$ cat config.mk
export PLATFORM = sky130hd
export DESIGN_NAME = mode_sequencer
export DESIGN_NICKNAME = d
export VERILOG_FILES = /design/src/rtl/mode_seq_pkg.sv /design/src/rtl/mode_guard_timer.sv /design/src/rtl/mode_sequencer.sv
export SDC_FILE = /design/constraint.sdc
export NUM_CORES = 1
export LEC_CHECK = 0
export ABC_CLOCK_PERIOD_IN_PS = 2400
export BUFFER_PORTS_ARGS = -buffer_cell sky130_fd_sc_hd__buf_2
export CAP_MARGIN = 20
export CORE_MARGIN = 3
export CORE_UTILIZATION = 35
export DETAILED_ROUTE_END_ITERATION = 16
export REMOVE_ABC_BUFFERS = 1
export SLEW_MARGIN = 10
export SYNTH_ARGS = -nofsm -noshare
export SYNTH_HDL_FRONTEND = slang
export SYNTH_SLANG_ARGS = --single-unit
$ cat constraint.sdc
create_clock -name clk -period 2.4 [get_ports clk]
set_input_delay 0.12 -clock clk [delete_from_list [all_inputs] [get_ports clk]]
set_output_delay 0.12 -clock clk [all_outputs]
set_load 0.005 [all_outputs]
$ cat src/rtl/mode_seq_pkg.sv
// -----------------------------------------------------------------------------
// mode_seq_pkg
// Shared types for the debug/test mode sequencer.
//   mode_state_e  : sequencer FSM states (encoding is visible on state_o)
//   mode_target_e : which mode a GUARD_IN interval is heading for
//   STATE_W       : width of the state encoding
// -----------------------------------------------------------------------------
package mode_seq_pkg;

    localparam int STATE_W = 3;

    typedef enum logic [STATE_W-1:0] {
        NORMAL    = 3'd0,
        GUARD_IN  = 3'd1,
        DEBUG     = 3'd2,
        TEST      = 3'd3,
        GUARD_OUT = 3'd4
    } mode_state_e;

    typedef enum logic {
        TGT_DEBUG = 1'b0,
        TGT_TEST  = 1'b1
    } mode_target_e;

endpackage

$ cat src/rtl/mode_guard_timer.sv
// -----------------------------------------------------------------------------
// mode_guard_timer
// Loadable down-counter that times both guard intervals of the sequencer.
// The count saturates at zero; a load takes priority over counting.
//
// Ports:
//   clk         clock, rising edge
//   rst         asynchronous, active-high reset (count -> 0)
//   load_i      load load_val_i on the next edge
//   load_val_i  value to load
//   value_o     current count
//   done_o      high while the count is zero
// -----------------------------------------------------------------------------
module mode_guard_timer #(
    parameter int WIDTH = 4
) (
    input  logic             clk,
    input  logic             rst,
    input  logic             load_i,
    input  logic [WIDTH-1:0] load_val_i,
    output logic [WIDTH-1:0] value_o,
    output logic             done_o
);

    logic [WIDTH-1:0] count_q;
    logic [WIDTH-1:0] count_d;

    always_comb begin
        count_d = count_q;
        if (load_i) begin
            count_d = load_val_i;
        end else if (count_q != '0) begin
            count_d = count_q - 1'b1;
        end
    end

    always_ff @(posedge clk or posedge rst) begin
        if (rst) begin
            count_q <= '0;
        end else begin
            count_q <= count_d;
        end
    end

    assign value_o = count_q;
    assign done_o  = (count_q == '0);

endmodule

$ cat src/rtl/mode_sequencer.sv
// -----------------------------------------------------------------------------
// mode_sequencer
// Grants the mutually exclusive debug and test modes. Every entry and exit
// passes through a guard interval of GUARD_CYCLES cycles; test-mode residency
// is bounded by TEST_TIMEOUT cycles (0 disables the bound). After a timeout,
// test entry is locked out until test_req has been low for at least a cycle.
//
// Parameters:
//   GUARD_CYCLES  cycles per guard state (1..15)
//   TEST_TIMEOUT  max consecutive test_mode cycles, 0 = unbounded (0..255)
//
// Ports:
//   clk         clock, rising edge
//   rst         asynchronous, active-high reset
//   debug_req   level request for debug mode
//   test_req    level request for test mode
//   debug_mode  debug mode granted (state == DEBUG)
//   test_mode   test mode granted (state == TEST)
//   mode_busy   state != NORMAL
//   timeout_o   one-cycle pulse: test mode ended by timeout
//   preempt_o   one-cycle pulse: test mode ended by debug_req
//   state_o     current state encoding
//
// Optional build macro: MODE_SEQ_ASSERT_EN compiles in concurrent properties
// checking mode exclusivity, test residency and guard length.
// -----------------------------------------------------------------------------
module mode_sequencer
    import mode_seq_pkg::*;
#(
    parameter int GUARD_CYCLES = 2,
    parameter int TEST_TIMEOUT = 16
) (
    input  logic               clk,
    input  logic               rst,
    input  logic               debug_req,
    input  logic               test_req,
    output logic               debug_mode,
    output logic               test_mode,
    output logic               mode_busy,
    output logic               timeout_o,
    output logic               preempt_o,
    output logic [STATE_W-1:0] state_o
);

    localparam int GUARD_W = 4;
    localparam logic [GUARD_W-1:0] GUARD_LOAD = GUARD_W'(GUARD_CYCLES - 1);

    // Residency counter only needs to reach TEST_TIMEOUT-1.
    localparam int RES_W = (TEST_TIMEOUT > 1) ? $clog2(TEST_TIMEOUT) : 1;
    localparam logic [RES_W-1:0] RES_LAST =
        RES_W'((TEST_TIMEOUT == 0) ? 0 : TEST_TIMEOUT - 1);

    mode_state_e      state_q, state_d;
    mode_target_e     target_q, target_d;
    logic [RES_W-1:0] res_q, res_d;
    logic             lockout_q, lockout_d;

    logic debug_mode_q, test_mode_q, mode_busy_q;
    logic timeout_q, preempt_q;

    logic               guard_load;
    logic               guard_done;
    logic [GUARD_W-1:0] unused_guard_value;

    logic timeout_evt;
    logic preempt_evt;
    logic target_req;
    logic timeout_hit;

    mode_guard_timer #(
        .WIDTH (GUARD_W)
    ) u_guard_timer (
        .clk        (clk),
        .rst        (rst),
        .load_i     (guard_load),
        .load_val_i (GUARD_LOAD),
        .value_o    (unused_guard_value),
        .done_o     (guard_done)
    );

    assign target_req  = (target_q == TGT_DEBUG) ? debug_req : test_req;
    assign timeout_hit = (TEST_TIMEOUT != 0) && (res_q == RES_LAST);

    // -------------------------------------------------------------------------
    // Next-state logic
    // -------------------------------------------------------------------------
    always_comb begin
        state_d     = state_q;
        target_d    = target_q;
        res_d       = res_q;
        guard_load  = 1'b0;
        timeout_evt = 1'b0;
        preempt_evt = 1'b0;

        case (state_q)
            NORMAL: begin
                // Debug has priority; lockout blocks test entry only.
                if (debug_req) begin
                    state_d    = GUARD_IN;
                    target_d   = TGT_DEBUG;
                    guard_load = 1'b1;
                end else if (test_req && !lockout_q) begin
                    state_d    = GUARD_IN;
                    target_d   = TGT_TEST;
                    guard_load = 1'b1;
                end
            end

            GUARD_IN: begin
                // Abort beats completion: a dropped request never grants.
                if (!target_req) begin
                    state_d    = GUARD_OUT;
                    guard_load = 1'b1;
                end else if (guard_done) begin
                    state_d = (target_q == TGT_DEBUG) ? DEBUG : TEST;
                    res_d   = '0;
                end
            end

            DEBUG: begin
                if (!debug_req) begin
                    state_d    = GUARD_OUT;
                    guard_load = 1'b1;
                end
            end

            TEST: begin
                if (!test_req || debug_req || timeout_hit) begin
                    state_d     = GUARD_OUT;
                    guard_load  = 1'b1;
                    preempt_evt = debug_req;
                    timeout_evt = timeout_hit;
                end else if (res_q != '1) begin
                    res_d = res_q + 1'b1;
                end
            end

            GUARD_OUT: begin
                if (guard_done) begin
                    state_d = NORMAL;
                end
            end

            default: begin
                state_d = NORMAL;
            end
        endcase

        // A low test_req always releases the lockout, even on a timeout edge.
        lockout_d = test_req ? (lockout_q | timeout_evt) : 1'b0;
    end

    // -------------------------------------------------------------------------
    // State and registered outputs
    // -------------------------------------------------------------------------
    always_ff @(posedge clk or posedge rst) begin
        if (rst) begin
            state_q      <= NORMAL;
            target_q     <= TGT_DEBUG;
            res_q        <= '0;
            lockout_q    <= 1'b0;
            debug_mode_q <= 1'b0;
            test_mode_q  <= 1'b0;
            mode_busy_q  <= 1'b0;
            timeout_q    <= 1'b0;
            preempt_q    <= 1'b0;
        end else begin
            state_q      <= state_d;
            target_q     <= target_d;
            res_q        <= res_d;
            lockout_q    <= lockout_d;
            debug_mode_q <= (state_d == DEBUG);
            test_mode_q  <= (state_d == TEST);
            mode_busy_q  <= (state_d != NORMAL);
            timeout_q    <= timeout_evt;
            preempt_q    <= preempt_evt;
        end
    end

    assign debug_mode = debug_mode_q;
    assign test_mode  = test_mode_q;
    assign mode_busy  = mode_busy_q;
    assign timeout_o  = timeout_q;
    assign preempt_o  = preempt_q;
    assign state_o    = state_q;

`ifdef MODE_SEQ_ASSERT_EN
    // Run-length trackers for the residency and guard-length properties.
    logic [3:0] sva_gin_run_q;
    logic [8:0] sva_test_run_q;

    always_ff @(posedge clk or posedge rst) begin
        if (rst) begin
            sva_gin_run_q  <= '0;
            sva_test_run_q <= '0;
        end else begin
            if (state_q == GUARD_IN) begin
                if (sva_gin_run_q != '1) begin
                    sva_gin_run_q <= sva_gin_run_q + 4'd1;
                end
            end else begin
                sva_gin_run_q <= '0;
            end
            if (test_mode_q) begin
                if (sva_test_run_q != '1) begin
                    sva_test_run_q <= sva_test_run_q + 9'd1;
                end
            end else begin
                sva_test_run_q <= '0;
            end
        end
    end

    a_modes_exclusive: assert property (@(posedge clk) disable iff (rst)
        !(debug_mode && test_mode))
        else $error("debug_mode and test_mode high together");

    a_test_residency: assert property (@(posedge clk) disable iff (rst)
        ((TEST_TIMEOUT != 0) && test_mode) |-> (sva_test_run_q < 9'(TEST_TIMEOUT)))
        else $error("test_mode exceeded TEST_TIMEOUT");

    a_guard_before_mode: assert property (@(posedge clk) disable iff (rst)
        $rose(debug_mode || test_mode) |-> (sva_gin_run_q == 4'(GUARD_CYCLES)))
        else $error("mode granted without a full GUARD_IN interval");

    r_no_test_at_reset_release: restrict property (@(posedge clk) disable iff (rst)
        $fell(rst) |-> !$rose(test_req));
`endif

endmodule

; Word-level counts from Yosys, hierarchy flattened
; Index checks and enable logic that the tools add are counted.
[totals]
reg_bits = 18
mem_count = 0
word_cells = 69
rom_bits = 0
latchBits = 0
mem_bits_rw = 0
out_inout_bits = 8
input_bits = 4
[classes]
reduce_logical = 14
n_mux = 30
eq_ne = 12
magnitude_cmp = 0
div = 0
shifts = 0
n_mul = 0
bitwise_logic = 1
addsub = 2
[op_table]
columns = cell, n
row1 = $mux W4, 6
row2 = $mux W3, 7
row3 = $pmux W3 S5, 1
row4 = $mux W1, 14
row5 = $eq A3 B2 Y1 const B, 4
row6 = $ne A2 B2 Y1 const B, 4
row7 = $pmux W4 S2, 1
row8 = $reduce_bool A2 Y1, 3
row9 = $reduce_and A5 Y1, 1
row10 = $add A4 B1 Y4 const B, 1
row11 = $eq A4 B4 Y1 const B, 1
row12 = $logic_not A4 Y1, 1
row13 = $ne A4 B4 Y1 const B, 1
row14 = $pmux W1 S4, 1
row15 = $reduce_bool A4 Y1, 1
row16 = $sub A4 B1 Y4 const B, 1
row17 = $eq A3 B1 Y1 const B, 1
row18 = $eq A3 B3 Y1 const B, 1
row19 = $logic_not A3 Y1, 1
row20 = $reduce_bool A3 Y1, 1
row21 = $logic_not A1 Y1, 2
row22 = $logic_or A1 B1 Y1, 2
row23 = $reduce_and A2 Y1, 1
row24 = $logic_and A1 B1 Y1, 1
row25 = $or A1 B1 Y1, 1

; Longest topological paths before layout
[depth]
ltp_word = 7
depth_mapped = 7
depth_no_buf = 6

; Cells and area by module
; From an unflattened synthesis, not the netlist that was laid out.
[unflattened]
cells_unflattened = 93
hier_area_um2 = 964.7
[by_module_without_submodules]
columns = mod, cells_per_inst, seq_area_each_um2, n_inst, area_each_um2
row1 = mode_sequencer, 70, 350.3, 1, 728.2
row2 = mode_guard_timer, 23, 100.1, 1, 236.5

; Worst setup path before layout
; Ideal clock, no wire load.
[synth_timing]
path_type = register to register
startpoint = reg res_q[0]
endpoint = reg res_q[3]
period_less_slack_ns = 1.809
n_path_buf = 1
stages_incl_launch_ff = 7
setup_slack_ns = 0.591
arrival_time_ns = 1.731
path_cell_list = dfrtp_1 > ha_1 > and3_1 > or3_1 > clkbuf_2 > or3_1 > a21oi_1
[synth_via]
elab_chain_cells = 4
[synth_lines]
columns = item, line
row1 = "start, declared", mode_sequencer.sv:55  ; logic [RES_W-1:0] res_q, res_d;
row2 = "start signal, assigned", mode_sequencer.sv:170  ; res_q <= res_d;
row3 = $add A4 B1 Y4 or $eq A4 B4 Y1 (tied branches), "mode_sequencer.sv:134, mode_sequencer.sv:82"
row4 = $mux W4 or $logic_or A1 B1 Y1 (tied branches), "mode_sequencer.sv:133, mode_sequencer.sv:128"
row5 = $mux W4 or $ne A2 B2 Y1 (tied branches), n/a
row6 = $pmux W4 S2 or $reduce_and A5 Y1 (tied branches), n/a
; Several ways; a longest one is shown, not always the timed one. The select of a mux whose other input is x is not followed.
; A chain may end at the register's enable or synchronous reset.

; Worst setup path after layout
; Ends and elaborated chain as after synthesis.

==> metrics.txt <==
WL per Instance=13.1 um; Setup crit end kind=register; H-Tree Depth=1; Max Used Layer=met4; WL met2=795 um; die area=3130 um^2; Routed WL=1.67 mm; cts bufs inserted=3; Switch Pwr=0.378 mW; Worst-Skew Late Latency=290 ps; Synth Flop Type=dfrtp_1; Slew @ Worst Pin=679 ps; crit-path max FO=7; Post-synth EDFFs=0; WHS=97.8 ps; fin area=1000 um^2; # fillers=238; cell internal pwr=0.656 mW; CP required=2620 ps; Metal-1 WL=776 um; Crit Path Class=reg -> reg; final hold vios=0; clk buf depth=2; register area share after synthesis=0.516; sw frac=0.366; Via Count=670; layout cells sized above 1=0.180; Worst Setup Slack post-DPL=465 ps; Clock Skew=5.49 ps; placed cell areas=955 um^2; setup ws final=445 ps; max cap viols=0; crit share post-route=0.815; area delta synth->final=14.6%; Post-DP HPWL=1.27 mm; drt first pass iters=4; Worst VDD drop=427 uV; Avg Inst Size Synth=10.2 um^2; port bufs=11; Yosys cell types=34; Starting Density=0.380; CTS tree=yes; drc violations=0; gr ovfl total=0; register share of total power=0.454; Worst setup SP type=register; max-slew violation count=0; CTS root buffer=clkbuf_4; Mapped Cells=86; first-pass GRT wire length=3.07 mm; r2r setup slk=440 ps; post-synth top area share=0.516; Worst Path Arrival=2180 ps; core area=2300 um^2; Post-CTS Setup Inserts=0; Chip Height=56.0 um; initial DRC count=13; Setup Viol. Count Final=0; Clock Power Share=0.180; FMAX=0.511 GHz; DRT antenna net count=0; RSZ-0062 raised after global routing=no; PostCTS Resize Cnt=0; CTS Sinks=18; DR vias/cell=5.23; die width=56.0 um; Power per Cell Area=1030 nW/um^2; leak pwr=0.525 nW; Synth Warn #=0; cell taking the most area after synthesis=dfrtp_1; Tmin final=1960 ps; initial antenna violation count=0; largest net degree at the start of global routing=19; vias in the first global route=682; io pins=12; final net count=107; slew margin rel.=0.547; TNS Setup=0 ps; DP Cell Count=123; placer congestion estimate=0.787; Hold Crit Class=in -> reg; post-route insts no fill=128; Seq cells post-synth=18; status=finished, final reports clean; Post-synth ARST share=1.00; Post-Syn Area=873 um^2; clk slew on worst S/H paths=110 ps; Comb power frac=0.365; FP Rows=17; GR Util All Layers=0.122; Met3 Wirelength=78 um; largest cells by area after synthesis=dfrtp_1 (52%), nand3_1 (4.0%), ha_1 (2.9%), inv_1 (2.6%), nand2_1 (2.6%); n_diodes=0
## cells by family after synthesis
family	after synthesis	synth area share
compound gates	15	0.107
xor+xnor	1	0.0100
fa+ha+maj	2	0.0286
buf+inv	8	0.0358
flops	18	0.516
mux	3	0.0358
simple gates	39	0.266
## state kept, by name, summed over array words and instances, names as in the netlist
name,cells
debug_mode,1
lockout_q,1
mode_busy,1
preempt_o,1
res_q,4
state_o,3
target_q,1
test_mode,1
timeout_o,1
u_guard_timer.value_o,4
## metrics by stage
step / utilization / power (mW)
floorplan: - / 0.741
global route: 0.436 / 1.13
detailed placement: 0.416 / 0.853
CTS: 0.436 / 1.04
global placement: 0.416 / 0.841
finish: 0.436 / 1.03
## final timing paths
path / endpoint / startpoint / cells past startpoint
setup / recovery: res_q[3] / res_q[0] / 5
hold / removal: lockout_q / test_req / 2
setup reg to reg: res_q[3] / res_q[0] / 5
hold reg to reg: res_q[2] / res_q[2] / 1
max in group asynchronous: state_o[1] / rst / 3
min in group asynchronous: u_guard_timer.value_o[3] / rst / 3
## metal layers
layer | vias to the layer above | global-route usage
met5 | - | 0
met4 | 0 | 0.0475
met3 | 4 | 0.0371
met2 | 13 | 0.196
met1 | 317 | 0.155
li1 | 336 | -
## power by group through the flow
stage	Combinational [mW]	Sequential, mW	Clock [mW]
finish	0.378	0.470	0.186
global route	0.441	0.487	0.206
CTS	0.382	0.467	0.190
detailed placement	0.381	0.472	0
global placement	0.373	0.468	0
floorplan	0.280	0.461	0
## area by class of cell
| cell class | instances | area [um^2] | share of cell area |
|---|---|---|---|
| sequential | 18 | 450 | 0.450 |
| inverter | 6 | 22.5 | 0.0225 |
| tap | 28 | 35.0 | 0.0350 |
| multi-input combinational | 60 | 392 | 0.391 |
| clock buffer | 4 | 36.3 | 0.0363 |
| timing repair buffer | 12 | 65.1 | 0.0650 |
## critical path, stage by stage (launching register included)
cell and delay (ps):
dfrtp_1 420, ha_1 210, and3_1 220, or3_1 480
or3_1 390, a21oi_1 160
## layout by cell type, fill, tap and decap left out, drive strengths merged
| cell type | synthesis | routed |
|---|---|---|
| dfrtp | 18 | 18 |
| buf | 0 | 11 |
| nand3 | 7 | 7 |
| nand2 | 6 | 6 |
| inv | 6 | 6 |
| nor2 | 5 | 5 |
| a21oi | 4 | 4 |
| nand3b | 4 | 4 |
| clkbuf | 2 | 4 |
| or3 | 3 | 3 |
| o21ai | 3 | 3 |
| nand2b | 2 | 2 |
| nor3b | 2 | 2 |
| nor3 | 2 | 2 |
| mux2i | 2 | 2 |
| o211ai | 2 | 2 |
| ha | 2 | 2 |
| and3 | 2 | 2 |
| or3b | 1 | 1 |
| mux2 | 1 | 1 |
| a32oi | 1 | 1 |
| nor2b | 1 | 1 |
| o21bai | 1 | 1 |
| and2 | 1 | 1 |
| o22ai | 1 | 1 |
| a31oi | 1 | 1 |
| and2b | 1 | 1 |
| o21a | 1 | 1 |
| and3b | 1 | 1 |
| xnor2 | 1 | 1 |
| nand4 | 1 | 1 |
| a211oi | 1 | 1 |
| dlygate4sd3 | 0 | 1 |
## synth_stat cells, types with 2 or more instances
library cell   n
a21oi_1        4
dfrtp_1       18
ha_1           2
inv_1          6
mux2i_1        2
nand2_1        6
nand2b_1       2
nand3_1        7
nand3b_1       3
nor2_1         5
nor3_1         2
nor3b_1        2
o211ai_1       2
o21ai_0        3
or3_1          3
## timing repair
item	CTS	global route
endpoints found under the hold margin	18	0
endpoints found under the setup margin	0	0
hold buffers	1	0
(Power assumes the default switching activity.)
